<file path="config.mk">
export PLATFORM = sky130hd
export DESIGN_NAME = rule_cfg_sched
export DESIGN_NICKNAME = d
export VERILOG_FILES = /design/src/rtl/rule_cfg_sched_pkg.sv /design/src/rtl/rule_cfg_sched_rr_arbiter.sv /design/src/rtl/rule_cfg_sched.sv
export SDC_FILE = /design/constraint.sdc
export NUM_CORES = 1
export LEC_CHECK = 0
export BUFFER_PORTS_ARGS = -buffer_cell sky130_fd_sc_hd__buf_2
export CAP_MARGIN = 20
export CORE_AREA = 2 2 230 232
export CTS_CLUSTER_SIZE = 14
export DETAILED_ROUTE_END_ITERATION = 10
export DIE_AREA = 0 0 232 234
export MAX_ROUTING_LAYER = met4
export PLACE_DENSITY_LB_ADDON = 0.1
export SYNTH_ARGS = -nofsm -noshare
export SYNTH_HDL_FRONTEND = slang
export SYNTH_SLANG_ARGS = --single-unit
</file>
<file path="constraint.sdc">
create_clock -name i_clk -period 2.65 [get_ports i_clk]
set_clock_uncertainty 0.1 [all_clocks]
set_input_delay 0.1325 -clock i_clk [delete_from_list [all_inputs] [get_ports i_clk]]
set_output_delay 0.1325 -clock i_clk [all_outputs]
set_load 0.05 [all_outputs]
</file>
<file path="src/rtl/rule_cfg_sched_pkg.sv">
// Shared definitions for the rule-write scheduler and the rule configuration
// blocks: rule layout, address fields, info-type codes and write encoding.
// Optional build macro: RULE_CFG_INVALIDATE_EN (adds the INVAL state).
package rule_cfg_sched_pkg;

    localparam int LAYER_W_DEF       = 4;
    localparam int TYPE_NUM          = 4;
    localparam int KEY_FILED_NUM     = 8;
    localparam int TYPE_WIDTH        = 16;
    localparam int TYPE_OFFSET_WIDTH = 8;
    localparam int KEY_OFFSET_WIDTH  = 8;
    localparam int SHIFT_WIDTH       = 8;

    // Rule-write address fields
    localparam int B_LAYER_MSB     = 15;
    localparam int B_LAYER_LSB     = 12;
    localparam int B_INFO_TYPE_MSB = 10;
    localparam int B_INFO_TYPE_LSB = 8;
    localparam int B_EXTR_ID_MSB   = 7;
    localparam int B_EXTR_ID_LSB   = 0;
    localparam int LAYER_FIELD_W   = B_LAYER_MSB - B_LAYER_LSB + 1;

    // Info-type codes
    localparam logic [2:0] INFO_VALID = 3'd0;
    localparam logic [2:0] INFO_TYPE  = 3'd1;
    localparam logic [2:0] INFO_TOFF  = 3'd2;
    localparam logic [2:0] INFO_KEY   = 3'd3;
    localparam logic [2:0] INFO_HEAD  = 3'd4;
    localparam logic [2:0] INFO_META  = 3'd5;

    // Item counter covers the longer of the TYPE and KEY phases
    localparam int ITEM_MAX = (TYPE_NUM > KEY_FILED_NUM) ? TYPE_NUM : KEY_FILED_NUM;
    localparam int CNT_W    = (ITEM_MAX > 1) ? $clog2(ITEM_MAX) : 1;
    localparam int TIDX_W   = (TYPE_NUM > 1) ? $clog2(TYPE_NUM) : 1;
    localparam int KIDX_W   = (KEY_FILED_NUM > 1) ? $clog2(KEY_FILED_NUM) : 1;

    typedef struct packed {
        logic                                              typeRule_valid;
        logic [TYPE_NUM-1:0][TYPE_WIDTH-1:0]               typeData;
        logic [TYPE_NUM-1:0][TYPE_WIDTH-1:0]               typeMask;
        logic [TYPE_NUM-1:0][TYPE_OFFSET_WIDTH-1:0]        typeOffset;
        logic [KEY_FILED_NUM-1:0][KEY_OFFSET_WIDTH:0]      keyOffset;
        logic [SHIFT_WIDTH-1:0]                            headShift;
        logic [SHIFT_WIDTH-1:0]                            metaShift;
    } type_rule_t;

    typedef enum logic [3:0] {
        ST_IDLE   = 4'd0,
        ST_TYPE   = 4'd1,
        ST_TOFF   = 4'd2,
        ST_KEY    = 4'd3,
        ST_HEAD   = 4'd4,
        ST_META   = 4'd5,
        ST_COMMIT = 4'd6,
        ST_DONE   = 4'd7
`ifdef RULE_CFG_INVALIDATE_EN
        , ST_INVAL = 4'd8
`endif
    } state_e;

    typedef struct packed {
        logic [31:0] addr;
        logic [31:0] data;
    } write_t;

    // States that drive a rule write
    function automatic logic is_write_state(input state_e st);
        logic res;
        case (st)
            ST_IDLE, ST_DONE: res = 1'b0;
            default:          res = 1'b1;
        endcase
        return res;
    endfunction

    // Address/data of the write issued in state st for item cnt
    function automatic write_t rule_write(input state_e st, input logic [CNT_W-1:0] cnt,
                                          input logic [LAYER_FIELD_W-1:0] layer,
                                          input logic [7:0] rid, input logic del,
                                          input type_rule_t rule);
        write_t              wr;
        logic [TIDX_W-1:0]   ti;
        logic [KIDX_W-1:0]   ki;
        ti = cnt[TIDX_W-1:0];
        ki = cnt[KIDX_W-1:0];
        wr = '0;
        case (st)
`ifdef RULE_CFG_INVALIDATE_EN
            ST_INVAL: begin
                wr.addr[B_INFO_TYPE_MSB:B_INFO_TYPE_LSB] = INFO_VALID;
                wr.addr[B_EXTR_ID_MSB:B_EXTR_ID_LSB]     = rid;
            end
`endif
            ST_TYPE: begin
                wr.addr[B_INFO_TYPE_MSB:B_INFO_TYPE_LSB] = INFO_TYPE;
                wr.addr[B_EXTR_ID_MSB:B_EXTR_ID_LSB]     = 8'(cnt);
                wr.data[16 +: TYPE_WIDTH]                = rule.typeData[ti];
                wr.data[0 +: TYPE_WIDTH]                 = rule.typeMask[ti];
            end
            ST_TOFF: begin
                wr.addr[B_INFO_TYPE_MSB:B_INFO_TYPE_LSB] = INFO_TOFF;
                wr.addr[B_EXTR_ID_MSB:B_EXTR_ID_LSB]     = 8'(cnt);
                wr.data[0 +: TYPE_OFFSET_WIDTH]          = rule.typeOffset[ti];
            end
            ST_KEY: begin
                wr.addr[B_INFO_TYPE_MSB:B_INFO_TYPE_LSB] = INFO_KEY;
                wr.addr[B_EXTR_ID_MSB:B_EXTR_ID_LSB]     = 8'(cnt);
                wr.data[16]                              = rule.keyOffset[ki][KEY_OFFSET_WIDTH];
                wr.data[0 +: KEY_OFFSET_WIDTH]           = rule.keyOffset[ki][KEY_OFFSET_WIDTH-1:0];
            end
            ST_HEAD: begin
                wr.addr[B_INFO_TYPE_MSB:B_INFO_TYPE_LSB] = INFO_HEAD;
                wr.data[0 +: SHIFT_WIDTH]                = rule.headShift;
            end
            ST_META: begin
                wr.addr[B_INFO_TYPE_MSB:B_INFO_TYPE_LSB] = INFO_META;
                wr.data[0 +: SHIFT_WIDTH]                = rule.metaShift;
            end
            ST_COMMIT: begin
                wr.addr[B_INFO_TYPE_MSB:B_INFO_TYPE_LSB] = INFO_VALID;
                wr.addr[B_EXTR_ID_MSB:B_EXTR_ID_LSB]     = rid;
                wr.data[0]                               = del ? 1'b0 : rule.typeRule_valid;
            end
            default: wr = '0;
        endcase
        if (is_write_state(st)) begin
            wr.addr[B_LAYER_MSB:B_LAYER_LSB] = layer;
        end else begin
            wr.addr = 32'h0000_0000;
        end
        return wr;
    endfunction

endpackage

</file>
<file path="src/rtl/rule_cfg_sched_rr_arbiter.sv">
// Round-robin arbiter: one-hot grant among requesters, priority starts just
// after the last granted requester. i_en gates the grant.
module rr_arbiter #(
    parameter int N = 2,
    localparam int IDX_W = (N > 1) ? $clog2(N) : 1
) (
    input  logic             i_clk,
    input  logic             i_rst_n,
    input  logic [N-1:0]     i_req,
    input  logic             i_en,
    output logic [N-1:0]     o_gnt,
    output logic [IDX_W-1:0] o_gnt_idx
);
    localparam int SUM_W = IDX_W + 1;
    localparam logic [SUM_W-1:0] N_SUM   = SUM_W'(N);
    localparam logic [N-1:0]     GNT_ONE = N'(1'b1);

    logic [IDX_W-1:0] r_ptr;
    logic [2*N-1:0]   w_dbl;
    logic [N-1:0]     w_rot;
    logic [IDX_W-1:0] w_off;
    logic [SUM_W-1:0] w_sum;
    logic [SUM_W-1:0] w_inc;
    logic [IDX_W-1:0] w_idx;
    logic [IDX_W-1:0] w_ptr_nxt;
    logic             w_any;

    // Rotate requests so bit 0 is the current priority holder, pick first set
    always_comb begin
        w_dbl = {i_req, i_req};
        w_rot = w_dbl[r_ptr +: N];
        w_off = '0;
        for (int i = N - 1; i >= 0; i--) begin
            w_off = w_rot[i] ? IDX_W'(i) : w_off;
        end
        w_any     = i_en & (|w_rot);
        w_sum     = {1'b0, r_ptr} + {1'b0, w_off};
        w_idx     = (w_sum >= N_SUM) ? IDX_W'(w_sum - N_SUM) : w_sum[IDX_W-1:0];
        w_inc     = {1'b0, w_idx} + SUM_W'(1);
        w_ptr_nxt = (w_inc >= N_SUM) ? '0 : w_inc[IDX_W-1:0];
        o_gnt     = w_any ? (GNT_ONE << w_idx) : '0;
        o_gnt_idx = w_idx;
    end

    // Priority pointer moves past each granted requester
    always_ff @(posedge i_clk or negedge i_rst_n) begin
        if (!i_rst_n) begin
            r_ptr <= '0;
        end else if (w_any) begin
            r_ptr <= w_ptr_nxt;
        end
    end
endmodule

</file>
<file path="src/rtl/rule_cfg_sched.sv">
// Rule-write scheduler: arbitrates rule commands and serializes each one into
// field writes followed by the rule-valid write. Optional build macro
// RULE_CFG_INVALIDATE_EN adds a leading invalidate write on loads.
module rule_cfg_sched
    import rule_cfg_sched_pkg::*;
#(
    parameter int REQ_NUM = 2,
    parameter int LAYER_W = LAYER_W_DEF,
    localparam int ID_W = (REQ_NUM > 1) ? $clog2(REQ_NUM) : 1
) (
    input  logic                              i_clk,
    input  logic                              i_rst_n,
    input  logic [REQ_NUM-1:0]                i_req_valid,
    output logic [REQ_NUM-1:0]                o_req_ready,
    input  logic [REQ_NUM-1:0][LAYER_W-1:0]   i_req_layer,
    input  logic [REQ_NUM-1:0][7:0]           i_req_ruleId,
    input  logic [REQ_NUM-1:0]                i_req_del,
    input  type_rule_t [REQ_NUM-1:0]          i_req_rule,
    output logic                              o_rule_wren,
    output logic [31:0]                       o_rule_addr,
    output logic [31:0]                       o_rule_wdata,
    output logic                              o_busy,
    output logic                              o_done,
    output logic [ID_W-1:0]                   o_done_id
);
    localparam logic [CNT_W-1:0] CNT_ZERO  = '0;
    localparam logic [CNT_W-1:0] CNT_ONE   = CNT_W'(1);
    localparam logic [CNT_W-1:0] TYPE_LAST = CNT_W'(TYPE_NUM - 1);
    localparam logic [CNT_W-1:0] KEY_LAST  = CNT_W'(KEY_FILED_NUM - 1);
`ifdef RULE_CFG_INVALIDATE_EN
    localparam state_e ST_LOAD_FIRST = ST_INVAL;
`else
    localparam state_e ST_LOAD_FIRST = ST_TYPE;
`endif

    state_e              r_state;
    state_e              w_state_nxt;
    logic [CNT_W-1:0]    r_cnt;
    logic [CNT_W-1:0]    w_cnt_nxt;
    logic [LAYER_W-1:0]  r_layer;
    logic [7:0]          r_rule_id;
    logic                r_del;
    type_rule_t          r_rule;
    logic [ID_W-1:0]     r_gnt_id;
    logic [REQ_NUM-1:0]  w_gnt;
    logic [ID_W-1:0]     w_gnt_idx;
    logic                w_accept;
    logic [LAYER_W-1:0]  w_src_layer;
    logic [7:0]          w_src_rid;
    logic                w_src_del;
    type_rule_t          w_src_rule;
    write_t              w_wr;
    logic                w_wr_nxt;

    rr_arbiter #(.N(REQ_NUM)) u_arb (
        .i_clk     (i_clk),
        .i_rst_n   (i_rst_n),
        .i_req     (i_req_valid),
        .i_en      (r_state == ST_IDLE),
        .o_gnt     (w_gnt),
        .o_gnt_idx (w_gnt_idx)
    );

    assign o_req_ready = w_gnt;
    assign w_accept    = |w_gnt;

    // Command source: live inputs on the accept cycle, latched copy afterwards
    always_comb begin
        if (r_state == ST_IDLE) begin
            w_src_layer = i_req_layer[w_gnt_idx];
            w_src_rid   = i_req_ruleId[w_gnt_idx];
            w_src_del   = i_req_del[w_gnt_idx];
            w_src_rule  = i_req_rule[w_gnt_idx];
        end else begin
            w_src_layer = r_layer;
            w_src_rid   = r_rule_id;
            w_src_del   = r_del;
            w_src_rule  = r_rule;
        end
    end

    // Sequencer next state; item counter restarts on every state entry
    always_comb begin
        w_state_nxt = r_state;
        w_cnt_nxt   = CNT_ZERO;
        case (r_state)
            ST_IDLE: begin
                if (w_accept) begin
                    w_state_nxt = w_src_del ? ST_COMMIT : ST_LOAD_FIRST;
                end else begin
                    w_state_nxt = ST_IDLE;
                end
            end
`ifdef RULE_CFG_INVALIDATE_EN
            ST_INVAL: w_state_nxt = ST_TYPE;
`endif
            ST_TYPE: begin
                if (r_cnt == TYPE_LAST) begin
                    w_state_nxt = ST_TOFF;
                end else begin
                    w_cnt_nxt = r_cnt + CNT_ONE;
                end
            end
            ST_TOFF: begin
                if (r_cnt == TYPE_LAST) begin
                    w_state_nxt = ST_KEY;
                end else begin
                    w_cnt_nxt = r_cnt + CNT_ONE;
                end
            end
            ST_KEY: begin
                if (r_cnt == KEY_LAST) begin
                    w_state_nxt = ST_HEAD;
                end else begin
                    w_cnt_nxt = r_cnt + CNT_ONE;
                end
            end
            ST_HEAD:   w_state_nxt = ST_META;
            ST_META:   w_state_nxt = ST_COMMIT;
            ST_COMMIT: w_state_nxt = ST_DONE;
            ST_DONE:   w_state_nxt = ST_IDLE;
            default:   w_state_nxt = ST_IDLE;
        endcase
    end

    assign w_wr     = rule_write(w_state_nxt, w_cnt_nxt, LAYER_FIELD_W'(w_src_layer),
                                 w_src_rid, w_src_del, w_src_rule);
    assign w_wr_nxt = is_write_state(w_state_nxt);

    // State, counter and latched command
    always_ff @(posedge i_clk or negedge i_rst_n) begin
        if (!i_rst_n) begin
            r_state   <= ST_IDLE;
            r_cnt     <= CNT_ZERO;
            r_layer   <= '0;
            r_rule_id <= 8'h00;
            r_del     <= 1'b0;
            r_rule    <= '0;
            r_gnt_id  <= '0;
        end else begin
            r_state <= w_state_nxt;
            r_cnt   <= w_cnt_nxt;
            if (w_accept) begin
                r_layer   <= w_src_layer;
                r_rule_id <= w_src_rid;
                r_del     <= w_src_del;
                r_rule    <= w_src_rule;
                r_gnt_id  <= w_gnt_idx;
            end
        end
    end

    // Registered write stream and status outputs
    always_ff @(posedge i_clk or negedge i_rst_n) begin
        if (!i_rst_n) begin
            o_rule_wren  <= 1'b0;
            o_rule_addr  <= 32'h0000_0000;
            o_rule_wdata <= 32'h0000_0000;
            o_busy       <= 1'b0;
            o_done       <= 1'b0;
            o_done_id    <= '0;
        end else begin
            o_rule_wren  <= w_wr_nxt;
            o_rule_addr  <= w_wr.addr;
            o_rule_wdata <= w_wr.data;
            o_busy       <= w_wr_nxt;
            o_done       <= (w_state_nxt == ST_DONE);
            o_done_id    <= (w_state_nxt == ST_DONE) ? r_gnt_id : '0;
        end
    end
endmodule
</file>
* Word-level counts from Yosys, hierarchy flattened
Index checks and enable logic that the tools add are counted.
Storage, ports and cells: flip-flop bits (word level) 322, output and inout bits 70
Operators by class: $add $sub $neg 4, order comparisons 5, equal/unequal tests 15, shift-type cells 2, mux-type cells 46, bitwise logic cells 1, reduce and logical (&&, ||, !) cells 7
Operator list (number):
- $mux W249 | 3
- $bmux W16 S2 | 2
- $mux W8 | 5
- $pmux W7 S5 | 1
- $mux W16 | 2
- $eq A4 B3 Y1 const B | 7
- $mux W4 | 7
- $pmux W4 S7 | 1
- $bmux W9 S3 | 1
- $bmux W8 S2 | 1
- $eq A4 B2 Y1 const B | 4
- $pmux W8 S2 | 1
- $mux W15 | 1
- $pmux W3 S5 | 1
- $mux W3 | 4
- $mux W11 | 1
- $mux W1 | 10
- $mux W9 | 1
- $eq A4 B1 Y1 const B | 2
- $logic_not A4 Y1 | 2
- $reduce_or A2 Y1 | 4
- $pmux W1 S6 | 1
- $pmux W3 S2 | 1
- $ge A2 B2 Y1 const B | 2
- other kinds (15) | 15

* Depth between registers and ports, before layout
depth after elaboration 16, gate-level depth with buffers 13, gate-level depth less buffers 9

* Modules after synthesis
Synthesis repeated with hierarchy kept, for this count alone.
Second synthesis, totals: cell total of the unflattened synthesis 1849, area, all modules 17794.6 um^2
By module, submodules not included:
- rule_cfg_sched | times used 1, cells an instance 1841, area each 17724.5 um^2, sequential area each 8007.7 um^2
- rr_arbiter | times used 1, cells an instance 8, area each 70.1 um^2, sequential area each 25.0 um^2

* Worst setup path after synthesis
No wires, ideal clock.
path type register to register, start reg r_state[0], end reg u_arb.r_ptr, arrival 2838 ps, setup slack -359 ps, stages on the path, launching flop included 8, path buffers 4, clock period less this slack 3009 ps, cell sequence dfrtp_1 > buf_6 > or4_1 > buf_4 > buf_6 > clkbuf_1 > nor3b_1 > a21o_1
Between the ends: cells in the longest elaborated chain, start to end 2
Ends and longest elaborated chain:
- start, declared | line rule_cfg_sched.sv:36 | state_e r_state;
- start signal, assigned | line rule_cfg_sched.sv:141 | r_state <= w_state_nxt;
- $logic_not A4 Y1 | line rule_cfg_sched.sv:59 | .i_en (r_state == ST_IDLE),
- $and A1 B1 Y1 | line rule_cfg_sched_rr_arbiter.sv:36 | w_any = i_en & (|w_rot);
- end signal, assigned | line rule_cfg_sched_rr_arbiter.sv:50 | r_ptr <= w_ptr_nxt;
- end, declared | line rule_cfg_sched_rr_arbiter.sv:18 | logic [IDX_W-1:0] r_ptr;
Every way passes these cells. A chain may end at the register's enable or synchronous reset.

* Final worst setup path
start reg r_state[2], end reg r_rule[121] (netlist bit)
Between the ends: cells in the longest elaborated chain, start to end 4, elaborated cells on any way between the ends 5, classes of those cells 2 x mux; 1 x bitwise; 2 x reduce/logical
Ends and longest elaborated chain:
- $logic_not A4 Y1 * | line rule_cfg_sched.sv:59, rule_cfg_sched.sv:69
- $and A1 B1 Y1 | line rule_cfg_sched_rr_arbiter.sv:36
- $mux W2 | line rule_cfg_sched_rr_arbiter.sv:41 | o_gnt = w_any ? (GNT_ONE << w_idx) : '0;
- $reduce_or A2 Y1 | line rule_cfg_sched.sv:65 | assign w_accept = |w_gnt;
- end signal, assigned | line rule_cfg_sched.sv:147 | r_rule <= w_src_rule;
- end, declared | line rule_cfg_sched.sv:43 | type_rule_t r_rule;
Mark *: on every way between the ends. The rest lies on a longest branch, timed or not.

==> out/results.ini <==
[synthesis]
ys_ff_latch=321
synthSimpleGateAreaFrac=0.1845
netlist_area_um2=17500
yosysUniqueCellTypes=75
synth_edf_count=0
syn_area_per_cell_um2=8.556
async_reset_ff_frac=1.000
synthMuxAreaShare=0.09718
synthAdderAreaFrac=0.002860
synthTopCellsByArea=dfrtp_1 46%, nand2_1 10%, a31oi_1 5.9%
yosysWarnings=0
synth_top_flop_cell=dfrtp_1
syn_inst=2045
synth_compound_area_frac=0.1985
synthMostInstantiatedCell=nand2_1
synth_top_area_share=0.4591
synth_xor_area_frac=0.0005005
synth_top_area_cell=dfrtp_1
synth.top_cells.by_count=489 x nand2_1, 321 x dfrtp_1, 241 x nor2_1
synth_top_family_by_area=compound AO/OA/AOI/OAI gates
ys_seq_area_frac=0.4591

[clocking]
clock_sinks=321
clock_latency_ns=0.57
cts_buffers=40
cts-root-buf=clkbuf_16
cts.path.max_buffers=3
cts_tree=yes
clk_pin_slew_ns=0.06
htreeDepth=2

[floorplanning]
io_pins=598
die_h_um=234
dieWidth_um=232
start_util=0.3363
core-area_um2=52020
dieArea_um2=54290
placementRows=84

[power_and_ir_drop]
power_density_nw_per_um2=962.4
p_sw_w=0.01162
swShare=0.4250
ir_drop_mv=0.4936
p_total_w=0.02734
power.share.clock=0.201
internal-power_w=0.01572
leakage_nw=13.32
pwr-share-seq=0.322
combPwrFrac=0.477

[setup_path]
crit_fanout=133
critPathRequiredTime_ns=3.00
crit_path_start_kind=flop
arrival_ns=2.95
startpoint=r_state[2]
r2r_start=r_state[2]
critical_path_class=reg2reg
crit_path_end_kind=flop

[place]
port_buffers=580
hpwl_um=51280
gp_congestion=0.8896

[global_routing]
grt_util_all_layers=0.2843
overflow=0
grt_pass1_vias=20110
grt_use_met3=0.04329
grt_max_degree=145
busiest_layer=met2
antenna_found_initial=3
grt_pass1_wl_um=115000
use_met2=0.4821
met1_usage=0.3422

[sta]
rsz0062_at_grt=yes
maxSlewHeadroom=0.4913
slew_viol_final=0
fin_crit_sh=0.9818
setup-violations-final=0
hold_slack_ns=-0.01876
worst_pin_slew_ns=0.7630
hold_viol_final=2
period_minus_slack_ns=2.602
fmax_mhz=384.3

[drt]
drt_first_pass_iters=5
ant_nets=0
drcViolationCount=0
wl_per_cell_um=20.73
vias=19840
wirelength_um=79620
drt_iter0_markers=1331
vias_per_cell=5.165

[final_layout]
drive_gt1_frac=0.2658
final_core_util=0.5460
syn_to_final_growth_pct=62.35
seq_area_um2=8033
fillCellCount=4685
multi_input_area_um2=8701
final_nets=3651

[run_status]
status=complete, but fails checks
violations=negative hold slack

[min_path]
hp-start=i_req_rule[130]
hold_path.class=in2reg

[flow_run]
cap_violations=0

per-layer routing:
metal / vias to the layer above / share of wire
met5: - / 0
met4: 0 / 0.037
met3: 176 / 0.051
met2: 757 / 0.49
met1: 9601 / 0.42
li1: 9305 / -
power groups by stage:
stage	clock network (W)	registers (W)	logic (W)
6_report	0.00549	0.00879	0.0131
5_1_grt	0.00583	0.00901	0.0143
4_1_cts	0.00561	0.00878	0.0125
3_5_place_dp	0	0.00885	0.0116
3_3_place_gp	0	0.00882	0.0114
2_1_floorplan	0	0.00887	0.00733
cell usage in the layout (no fill, tap or decap), types with 7 or more instances in the layout:
cell           count
a31oi_1          166
o21bai_1           7
dfrtp_1          321
o21ai_0          125
a21oi_1           62
buf_12            21
clkbuf_16         48
mux2_2            27
dlygate4sd3_1    516
mux2_1            34
nand4_1            7
conb_1            18
mux2i_2           10
and3_1             8
mux2i_1           89
or3_1             14
buf_2            577
clkbuf_1           7
clkbuf_8          11
clkinv_2           7
a211oi_1          39
nor2_1           235
inv_1             17
o211ai_1          72
nand2_1          488
buf_4             77
worst paths after layout:
| kind | end | slack, ns | cells past startpoint |
|---|---|---|---|
| min reg2reg | r_rule[149] | 0.37 | 2 |
| max in group asynchronous | r_rule[29] | 1.54 | 3 |
| max reg2reg | r_rule[121] | 0.05 | 8 |
| max | r_rule[121] | 0.05 | 8 |
| min in group asynchronous | r_rule[179] | 0.04 | 2 |
| min | o_rule_wdata[10] | -0.02 | 5 |
through the flow:
stage | hold WS, ns | TNS (ns) | setup slack [ns] | cells | instance area (um^2)
final | -0.01876 | 0 | 0.04811 | 3841 | 28410
after global routing | 0.04191 | -0.3277 | -0.05568 | 3839 | 28400
after CTS | 0.006584 | 0 | 0.0009970 | 3819 | 28020
after detailed placement | 0.05134 | -0.1465 | -0.03528 | 3227 | 21410
after global placement | 0.05285 | 0 | 0.03142 | 3227 | 21410
after floorplan | -0.2631 | 0 | 0.007797 | 2062 | 17580
flip-flops by register name, summed over array words and instances (netlist names):
| register | count |
|---|---|
| o_busy | 1 |
| o_done | 1 |
| o_done_id | 1 |
| o_rule_addr | 15 |
| o_rule_wdata | 32 |
| r_cnt | 3 |
| r_del | 1 |
| r_gnt_id | 1 |
| r_layer | 4 |
| r_rule | 249 |
| r_rule_id | 8 |
| r_state | 4 |
| u_arb.r_ptr | 1 |
cell type report:
cell class                 instances  share of cell area
timing repair buffer            1207              0.3306
multi-input combinational       1528              0.3063
sequential                       321              0.2828
clock buffer                      59             0.04237
tap                              688             0.03030
clock inverter                    13            0.003832
inverter                          20            0.003303
antenna                            4           0.0003524
timing repair inverter             1           0.0002202
what timing repair did:
action,CTS,global route
endpoints found under the setup margin,20,78
resized for setup,13,38
hold endpoints to repair,569,0
pin swaps,3,11
setup buffers,2,11
hold buffers,516,0
cloned,2,7
worst max-delay path, stage by stage (launching register included):
cell	delay, ns
dfrtp_1	0.38
buf_4	0.19
nor4_4	0.40
buf_12	0.16
o21ai_4	0.09
buf_12	0.21
nand2_1	0.15
o21ai_0	0.08
dlygate4sd3_1	0.59
cells by family (layout without fill, tap and decap cells):
logic type / after synthesis / in the layout
AOI/OAI and AO/OA: 542 / 542
xor gates and xnor gates: 1 / 1
DFF: 321 / 321
muxes: 162 / 162
buffers and inverters: 213 / 1300
adders and majority gates: 4 / 4
other: 1 / 22
and+or+nand+nor: 801 / 801
Note: power is estimated with default switching activity, not from simulation.
